`config.mk`:
```
export PLATFORM = sky130hd
export DESIGN_NAME = rc4_msg_buffer_flat
export DESIGN_NICKNAME = d
export VERILOG_FILES = /design/src/rtl/rc4_msg_buffer_if.sv /design/src/rtl/rc4_msg_buffer.sv /design/src/flat_wrapper.sv
export SDC_FILE = /design/constraint.sdc
export NUM_CORES = 1
export LEC_CHECK = 0
export BUFFER_PORTS_ARGS = -buffer_cell sky130_fd_sc_hd__buf_2
export CORE_AREA = 10 10 186 188
export DETAILED_ROUTE_END_ITERATION = 8
export DIE_AREA = 0 0 196 198
export SKIP_CTS_REPAIR_TIMING = 1
export SLEW_MARGIN = 20
export SYNTH_ARGS = -nofsm -noshare
export SYNTH_HDL_FRONTEND = slang
export SYNTH_SLANG_ARGS = --single-unit
```
`constraint.sdc`:
```
create_clock -name clk -period 9.2 [get_ports clk]
set_clock_uncertainty 0.05 [all_clocks]
set_input_delay 0.46 -clock clk [delete_from_list [all_inputs] [get_ports clk]]
set_output_delay 0.46 -clock clk [all_outputs]
set_load 0.02 [all_outputs]
```
`src/rtl/rc4_msg_buffer_if.sv`:
```
// Bundle of the UART-side, decrypt-core-side and status signals of rc4_msg_buffer.
// The slave modport is the buffer itself; the master modport is whatever surrounds it.
interface rc4_msg_buffer_if #(
  parameter int BYTES_LEN = 16
);
  logic [7:0]             rx_data;
  logic                   rx_valid;
  logic [BYTES_LEN*8-1:0] dec_bytes_in;
  logic                   dec_enable;
  logic [BYTES_LEN*8-1:0] dec_bytes_out;
  logic                   dec_done;
  logic [7:0]             tx_data;
  logic                   tx_start;
  logic                   tx_busy;
  logic                   busy;
  logic                   overrun;
  logic                   msg_done;

  modport master (
    output rx_data, rx_valid, dec_bytes_out, dec_done, tx_busy,
    input  dec_bytes_in, dec_enable, tx_data, tx_start, busy, overrun, msg_done
  );

  modport slave (
    input  rx_data, rx_valid, dec_bytes_out, dec_done, tx_busy,
    output dec_bytes_in, dec_enable, tx_data, tx_start, busy, overrun, msg_done
  );
endinterface

```
`src/rtl/rc4_msg_buffer.sv`:
```
// Frames BYTES_LEN UART bytes into one message for the RC4 decrypt core, then
// streams the decrypted result back to the UART transmitter byte by byte.
module rc4_msg_buffer #(
  parameter int BYTES_LEN = 16
) (
  input logic            clk,
  input logic            reset,
  rc4_msg_buffer_if.slave bus
);

  localparam int             IW       = $clog2(BYTES_LEN + 1);
  localparam logic [IW-1:0]  LAST_IDX = IW'(BYTES_LEN - 1);
  localparam int             MW       = BYTES_LEN * 8;

  typedef enum logic [2:0] {
    S_RX       = 3'd0,
    S_DECRYPT  = 3'd1,
    S_TX_START = 3'd2,
    S_TX_ACK   = 3'd3,
    S_TX_WAIT  = 3'd4
  } state_t;

  state_t         state_r;
  state_t         next_state_s;
  logic [IW-1:0]  idx_r;
  logic [IW-1:0]  slot_s;
  logic [MW-1:0]  dec_bytes_in_r;
  logic [MW-1:0]  result_r;
  logic           dec_enable_r;
  logic [7:0]     tx_data_r;
  logic           tx_start_r;
  logic           busy_r;
  logic           overrun_r;
  logic           msg_done_r;

  logic           rx_take_s;
  logic           rx_last_s;
  logic           capture_s;
  logic           send_s;
  logic           advance_s;
  logic           finish_s;

  // Next-state logic and one-cycle action strobes for the datapath.
  always_comb begin
    next_state_s = state_r;
    slot_s       = LAST_IDX - idx_r;
    rx_take_s    = 1'b0;
    rx_last_s    = 1'b0;
    capture_s    = 1'b0;
    send_s       = 1'b0;
    advance_s    = 1'b0;
    finish_s     = 1'b0;
    case (state_r)
      S_RX: begin
        if (bus.rx_valid) begin
          rx_take_s = 1'b1;
          if (idx_r == LAST_IDX) begin
            rx_last_s    = 1'b1;
            next_state_s = S_DECRYPT;
          end else begin
            next_state_s = S_RX;
          end
        end else begin
          next_state_s = S_RX;
        end
      end
      S_DECRYPT: begin
        if (bus.dec_done) begin
          capture_s    = 1'b1;
          next_state_s = S_TX_START;
        end else begin
          next_state_s = S_DECRYPT;
        end
      end
      S_TX_START: begin
        if (!bus.tx_busy) begin
          send_s       = 1'b1;
          next_state_s = S_TX_ACK;
        end else begin
          next_state_s = S_TX_START;
        end
      end
      S_TX_ACK: begin
        if (bus.tx_busy) begin
          next_state_s = S_TX_WAIT;
        end else begin
          next_state_s = S_TX_ACK;
        end
      end
      S_TX_WAIT: begin
        if (!bus.tx_busy) begin
          if (idx_r == LAST_IDX) begin
            finish_s     = 1'b1;
            next_state_s = S_RX;
          end else begin
            advance_s    = 1'b1;
            next_state_s = S_TX_START;
          end
        end else begin
          next_state_s = S_TX_WAIT;
        end
      end
      default: begin
        next_state_s = S_RX;
      end
    endcase
  end

  // State register.
  always_ff @(posedge clk or posedge reset) begin
    if (reset) begin
      state_r <= S_RX;
    end else begin
      state_r <= next_state_s;
    end
  end

  // Byte index: wrap-back to 0 is explicit at message and stream boundaries.
  always_ff @(posedge clk or posedge reset) begin
    if (reset) begin
      idx_r <= '0;
    end else if (rx_take_s) begin
      idx_r <= rx_last_s ? '0 : idx_r + IW'(1);
    end else if (capture_s || finish_s) begin
      idx_r <= '0;
    end else if (advance_s) begin
      idx_r <= idx_r + IW'(1);
    end else begin
      idx_r <= idx_r;
    end
  end

  // Receive packing (first byte lands in the top slot) and result capture.
  always_ff @(posedge clk or posedge reset) begin
    if (reset) begin
      dec_bytes_in_r <= '0;
      result_r       <= '0;
      dec_enable_r   <= 1'b0;
    end else begin
      if (rx_take_s) begin
        dec_bytes_in_r[{slot_s, 3'b000} +: 8] <= bus.rx_data;
      end
      if (rx_last_s) begin
        dec_enable_r <= 1'b1;
      end else if (capture_s) begin
        dec_enable_r <= 1'b0;
        result_r     <= bus.dec_bytes_out;
      end
    end
  end

  // Transmit request, status flags and the end-of-message pulse.
  always_ff @(posedge clk or posedge reset) begin
    if (reset) begin
      tx_data_r  <= 8'h00;
      tx_start_r <= 1'b0;
      busy_r     <= 1'b0;
      overrun_r  <= 1'b0;
      msg_done_r <= 1'b0;
    end else begin
      tx_start_r <= send_s;
      msg_done_r <= finish_s;
      busy_r     <= (next_state_s != S_RX);
      if (send_s) begin
        tx_data_r <= result_r[{slot_s, 3'b000} +: 8];
      end
      // A byte arriving while we are not listening is dropped, but remembered.
      if (bus.rx_valid && (state_r != S_RX)) begin
        overrun_r <= 1'b1;
      end
    end
  end

  assign bus.dec_bytes_in = dec_bytes_in_r;
  assign bus.dec_enable   = dec_enable_r;
  assign bus.tx_data      = tx_data_r;
  assign bus.tx_start     = tx_start_r;
  assign bus.busy         = busy_r;
  assign bus.overrun      = overrun_r;
  assign bus.msg_done     = msg_done_r;

endmodule

```
`src/flat_wrapper.sv`:
```
// flat-port wrapper written by rule: the top's interface ports become plain ports
module rc4_msg_buffer_flat 
#(
  parameter int BYTES_LEN = 16
)
  (clk, reset, bus_rx_data, bus_rx_valid, bus_dec_bytes_out, bus_dec_done, bus_tx_busy, bus_dec_bytes_in, bus_dec_enable, bus_tx_data, bus_tx_start, bus_busy, bus_overrun, bus_msg_done);
  rc4_msg_buffer_if #(.BYTES_LEN(BYTES_LEN)) bus_i ();
  input logic clk;
  input logic reset;
  input wire logic [$bits(bus_i.rx_data)-1:0] bus_rx_data;
  input wire logic [$bits(bus_i.rx_valid)-1:0] bus_rx_valid;
  input wire logic [$bits(bus_i.dec_bytes_out)-1:0] bus_dec_bytes_out;
  input wire logic [$bits(bus_i.dec_done)-1:0] bus_dec_done;
  input wire logic [$bits(bus_i.tx_busy)-1:0] bus_tx_busy;
  output wire logic [$bits(bus_i.dec_bytes_in)-1:0] bus_dec_bytes_in;
  output wire logic [$bits(bus_i.dec_enable)-1:0] bus_dec_enable;
  output wire logic [$bits(bus_i.tx_data)-1:0] bus_tx_data;
  output wire logic [$bits(bus_i.tx_start)-1:0] bus_tx_start;
  output wire logic [$bits(bus_i.busy)-1:0] bus_busy;
  output wire logic [$bits(bus_i.overrun)-1:0] bus_overrun;
  output wire logic [$bits(bus_i.msg_done)-1:0] bus_msg_done;
  assign bus_i.rx_data = bus_rx_data;
  assign bus_i.rx_valid = bus_rx_valid;
  assign bus_i.dec_bytes_out = bus_dec_bytes_out;
  assign bus_i.dec_done = bus_dec_done;
  assign bus_i.tx_busy = bus_tx_busy;
  assign bus_dec_bytes_in = bus_i.dec_bytes_in;
  assign bus_dec_enable = bus_i.dec_enable;
  assign bus_tx_data = bus_i.tx_data;
  assign bus_tx_start = bus_i.tx_start;
  assign bus_busy = bus_i.busy;
  assign bus_overrun = bus_i.overrun;
  assign bus_msg_done = bus_i.msg_done;
  rc4_msg_buffer #(.BYTES_LEN(BYTES_LEN)) u_core (.clk(clk), .reset(reset), .bus(bus_i));
endmodule
```
==> results.sh <==
export IMPL_final_min_period_over_clock_period_pct=37.6
export IMPL_cpLargestDelayFamily="simple AND/OR/NAND/NOR gates"
export IMPL_dr_first_iter_drc_count=392
export IMPL_route_detailed_drc=0
export IMPL_timing_rr_end="u_core.bus.dec_bytes_in[72]$_DFFE_PP0P_"
export IMPL_place_gp_congestion=0.804
export IMPL_crit_buf_inv=1
export IMPL_final_layout_size_suffix_gt1_share_pct=49.8
export IMPL_antenna_left=0
export IMPL_detailroute_via_count=8122
export IMPL_timing_critical_path_arrival_ns=3.85
export IMPL_p_per_area_nw_per_um2=330
export IMPL_synth_edff_count=0
export IMPL_post_synth_arst_share_pct=100
export IMPL_groute_usage_overall_pct=17.0
export IMPL_final_setup_tns_ns=0
export IMPL_worstRegToRegCells=6
export IMPL_grt_setup_unrepaired="false"
export IMPL_hold_path_class="in -> async"
export IMPL_cp_num_cells=6
export IMPL_wl_mm=33.6
export IMPL_hold_viol=0
export IMPL_worst_hold_slack_ns=0.0521
export IMPL_crit_path_top_delay_cell="nor2b_1"
export IMPL_floorplan_io_pins=282
export IMPL_cap_viol_max_count=0
export IMPL_postSynthNetCount=1054
export IMPL_cts_buf_count=30
export IMPL_grt_first_pass_wirelength_mm=52.4
export IMPL_max_freq_ghz=0.289
export IMPL_ys_seq_elements=277
export IMPL_globalRoute_totalOverflow=0
export IMPL_dominantRegCellSynth="dfrtp_1"
export IMPL_design_core_area_um2=31100
export IMPL_ys_top_cells_by_area="dfrtp_1, mux2_2, mux4_2, mux2i_1, o21ai_0"
export IMPL_dp_hpwl_mm=24.1
export IMPL_cts_root_buf="clkbuf_16"
export IMPL_timing_critical_path_from_type="register"
export IMPL_postSynthCellCount=912
export IMPL_setup_viol_count_final=0
export IMPL_firstDrtPassIters=4
export IMPL_grt_antenna_before_repair=7
export IMPL_tritoncts="yes"
export IMPL_grt_start_max_net_pins=142
export IMPL_cell_breakdown_of_the_critical_path="buf_4 -> ha_1 -> nor2b_1 -> nand3_1 -> nor2_1 -> mux2_2"
export IMPL_post_synth_top_count_cell="dfrtp_1"
export IMPL_synthToLayoutAreaGrowth_pct=22.7
export IMPL_htree_num_levels=1
export IMPL_die_h_um=198
export IMPL_finish_net_count=1316
export IMPL_portBuffers=281
export IMPL_netlist_top_cells_count="dfrtp_1, mux2_2, o21ai_0, inv_1, nand2_1"
export IMPL_report_final_slew_viol_count=0
export IMPL_initial_core_util_pct=39.3
export IMPL_clkSlewWorstSetupHoldPaths_ns=0.07
export IMPL_status="complete, no violations"
export IMPL_die_w_um=196
export IMPL_first_global_vias=8803
export IMPL_area_of_the_die_um2=38800
export IMPL_cts_sinks=277
export IMPL_final_util_pct=48.2
export IMPL_worstReg2RegStart="u_core.idx_r[1]$_DFFE_PP0P_"
export IMPL_cellLeakagePower_nw=7.19
export IMPL_crit_path_end_kind="register"
export IMPL_synthDominantAreaCellType="dfrtp_1"
export IMPL_worst_ir_drop_vdd_mv=0.178
export IMPL_period_needed_ns=3.46
export IMPL_syn_cell_area_um2=12200
export IMPL_filler_cell_count=2857
export IMPL_yosys_cell_types_count=54
export IMPL_crit_path_max_incr_delay_ns=0.65
export IMPL_clk_path_buf_depth=3
export IMPL_minimum_setup_slack_among_reg_to_reg_paths_ns=5.74
export IMPL_wl_per_cell_um=21.0
export IMPL_yosys_warnings=0
export IMPL_synth_top_area_share_pct=56.8
export IMPL_ys_seq_area_share_pct=56.8
export IMPL_max_slew_headroom_pct=32.8
export IMPL_critical_path_class="reg -> reg"
export IMPL_core_rowCount=65
export IMPL_worst_slew_pin_slew_ns=1.00
export IMPL_viasPerCell=5.08
export IMPL_postSynthAreaPerCell_um2=13.4
export IMPL_cp_data_required_time_ns=9.59
export IMPL_clock_latency_ns=0.56
export IMPL_worst_path_max_fanout=43
==> registers in the layout, summed over array words and instances (netlist names) <==
name and cells:
u_core.bus.tx_start 1, u_core.state_r 3, u_core.bus.dec_enable 1, u_core.bus.busy 1, u_core.bus.msg_done 1, u_core.bus.dec_bytes_in 128
u_core.bus.tx_data 8, u_core.bus.overrun 1, u_core.result_r 128, u_core.idx_r 5
==> how the worst max path moves through the flow <==
stage                                         endpoint                        start  slack (ns)
2_1_floorplan                u_core.bus.busy$_DFF_PP0_                        reset        1.05
3_3_place_gp   u_core.bus.dec_bytes_in[71]$_DFFE_PP0P_  u_core.idx_r[1]$_DFFE_PP0P_        5.80
3_5_place_dp   u_core.bus.dec_bytes_in[71]$_DFFE_PP0P_  u_core.idx_r[1]$_DFFE_PP0P_        5.73
4_1_cts        u_core.bus.dec_bytes_in[71]$_DFFE_PP0P_  u_core.idx_r[1]$_DFFE_PP0P_        5.71
5_1_grt        u_core.bus.dec_bytes_in[72]$_DFFE_PP0P_  u_core.idx_r[1]$_DFFE_PP0P_        5.47
6_report       u_core.bus.dec_bytes_in[72]$_DFFE_PP0P_  u_core.idx_r[1]$_DFFE_PP0P_        5.74
==> final cells by class <==
cell class	count	area, um2	share of cell area (%)
multi-input cells	529	4840	32.3
inverters	46	180	1.20
clock buffers	46	901	6.01
flip-flops and latches	277	6940	46.3
well taps	402	503	3.36
repair buffers	290	1470	9.83
clock inverters	7	146	0.977
diodes	2	5.00	0.0334
==> layer usage <==
| layer | routed length (um) | track usage (%) | up-vias |
|---|---|---|---|
| met2 | 15800 | 27.1 | 229 |
| met5 | 69 | 0 | - |
| met1 | 14600 | 22.3 | 4074 |
| met4 | 415 | 3.20 | 10 |
| met3 | 2750 | 5.58 | 37 |
| li1 | - | - | 3772 |
==> cell usage in the layout, fill, tap and decap left out, types with 2 or more instances in the layout <==
cell type and n:
buf_2 281, dfrtp_1 274, mux2_2 212, o21ai_0 47
inv_1 44, nand2_1 44, mux4_2 30, clkbuf_16 30
mux2i_1 29, nor2_1 27, nand3_1 19, nand2b_1 16
nor2b_1 14, and2_1 11, a21oi_1 11, o31ai_1 10
clkbuf_8 9, buf_4 9, a22oi_1 7, clkbuf_1 7
or3_1 4, nor3_2 4, bufinv_16 4, and3_1 3
nand3b_1 3, o221ai_1 3, dfrtp_2 3, diode_2 2
xnor2_1 2, nor3_1 2, a211o_1 2, o211ai_1 2
nor4_2 2, a2111oi_0 2, a311oi_1 2, clkinv_2 2
==> power breakdown <==
group | switching, mW | total (mW) | internal [mW]
clock | 0.483 | 1.26 | 0.781
sequential | 0.239 | 1.91 | 1.67
combinational | 0.942 | 1.77 | 0.825
total | 1.66 | 4.94 | 3.28
==> worst reg2reg max path, delay by kind of cell, from the launching register on <==
kind | cells | cell delay (ns)
multiplexers | 1 | 0.42
flip-flops | 1 | 0.34
adder cells (fa/ha/maj) | 1 | 0.51
AND/OR/NAND/NOR | 3 | 1.49
buffers and inverters | 1 | 0.54
==> kinds of logic (layout without fill, tap and decap cells) <==
kind of cell	count (synthesis)	count (layout)	share of synthesized area [%]
other	0	2	0
buffers and inverters	106	389	3.67
adders and majority gates	1	1	0.102
and+or+nand+nor	161	161	7.12
xor gates and xnor gates	2	2	0.143
AOI/OAI and AO/OA	94	94	4.74
muxes	271	271	27.5
DFF	277	277	56.8
==> through the flow <==
step	power [mW]	instance area, um2	setup slack (ns)	cells
final	4.94	15000	5.74	1599
after global routing	5.26	15000	5.47	1597
after CTS	5.03	15000	5.71	1597
after detailed placement	3.74	13900	5.73	1544
after global placement	3.70	13900	5.80	1544
after floorplan	3.17	12200	1.05	912
Note: power is estimated with default switching activity, not from simulation.
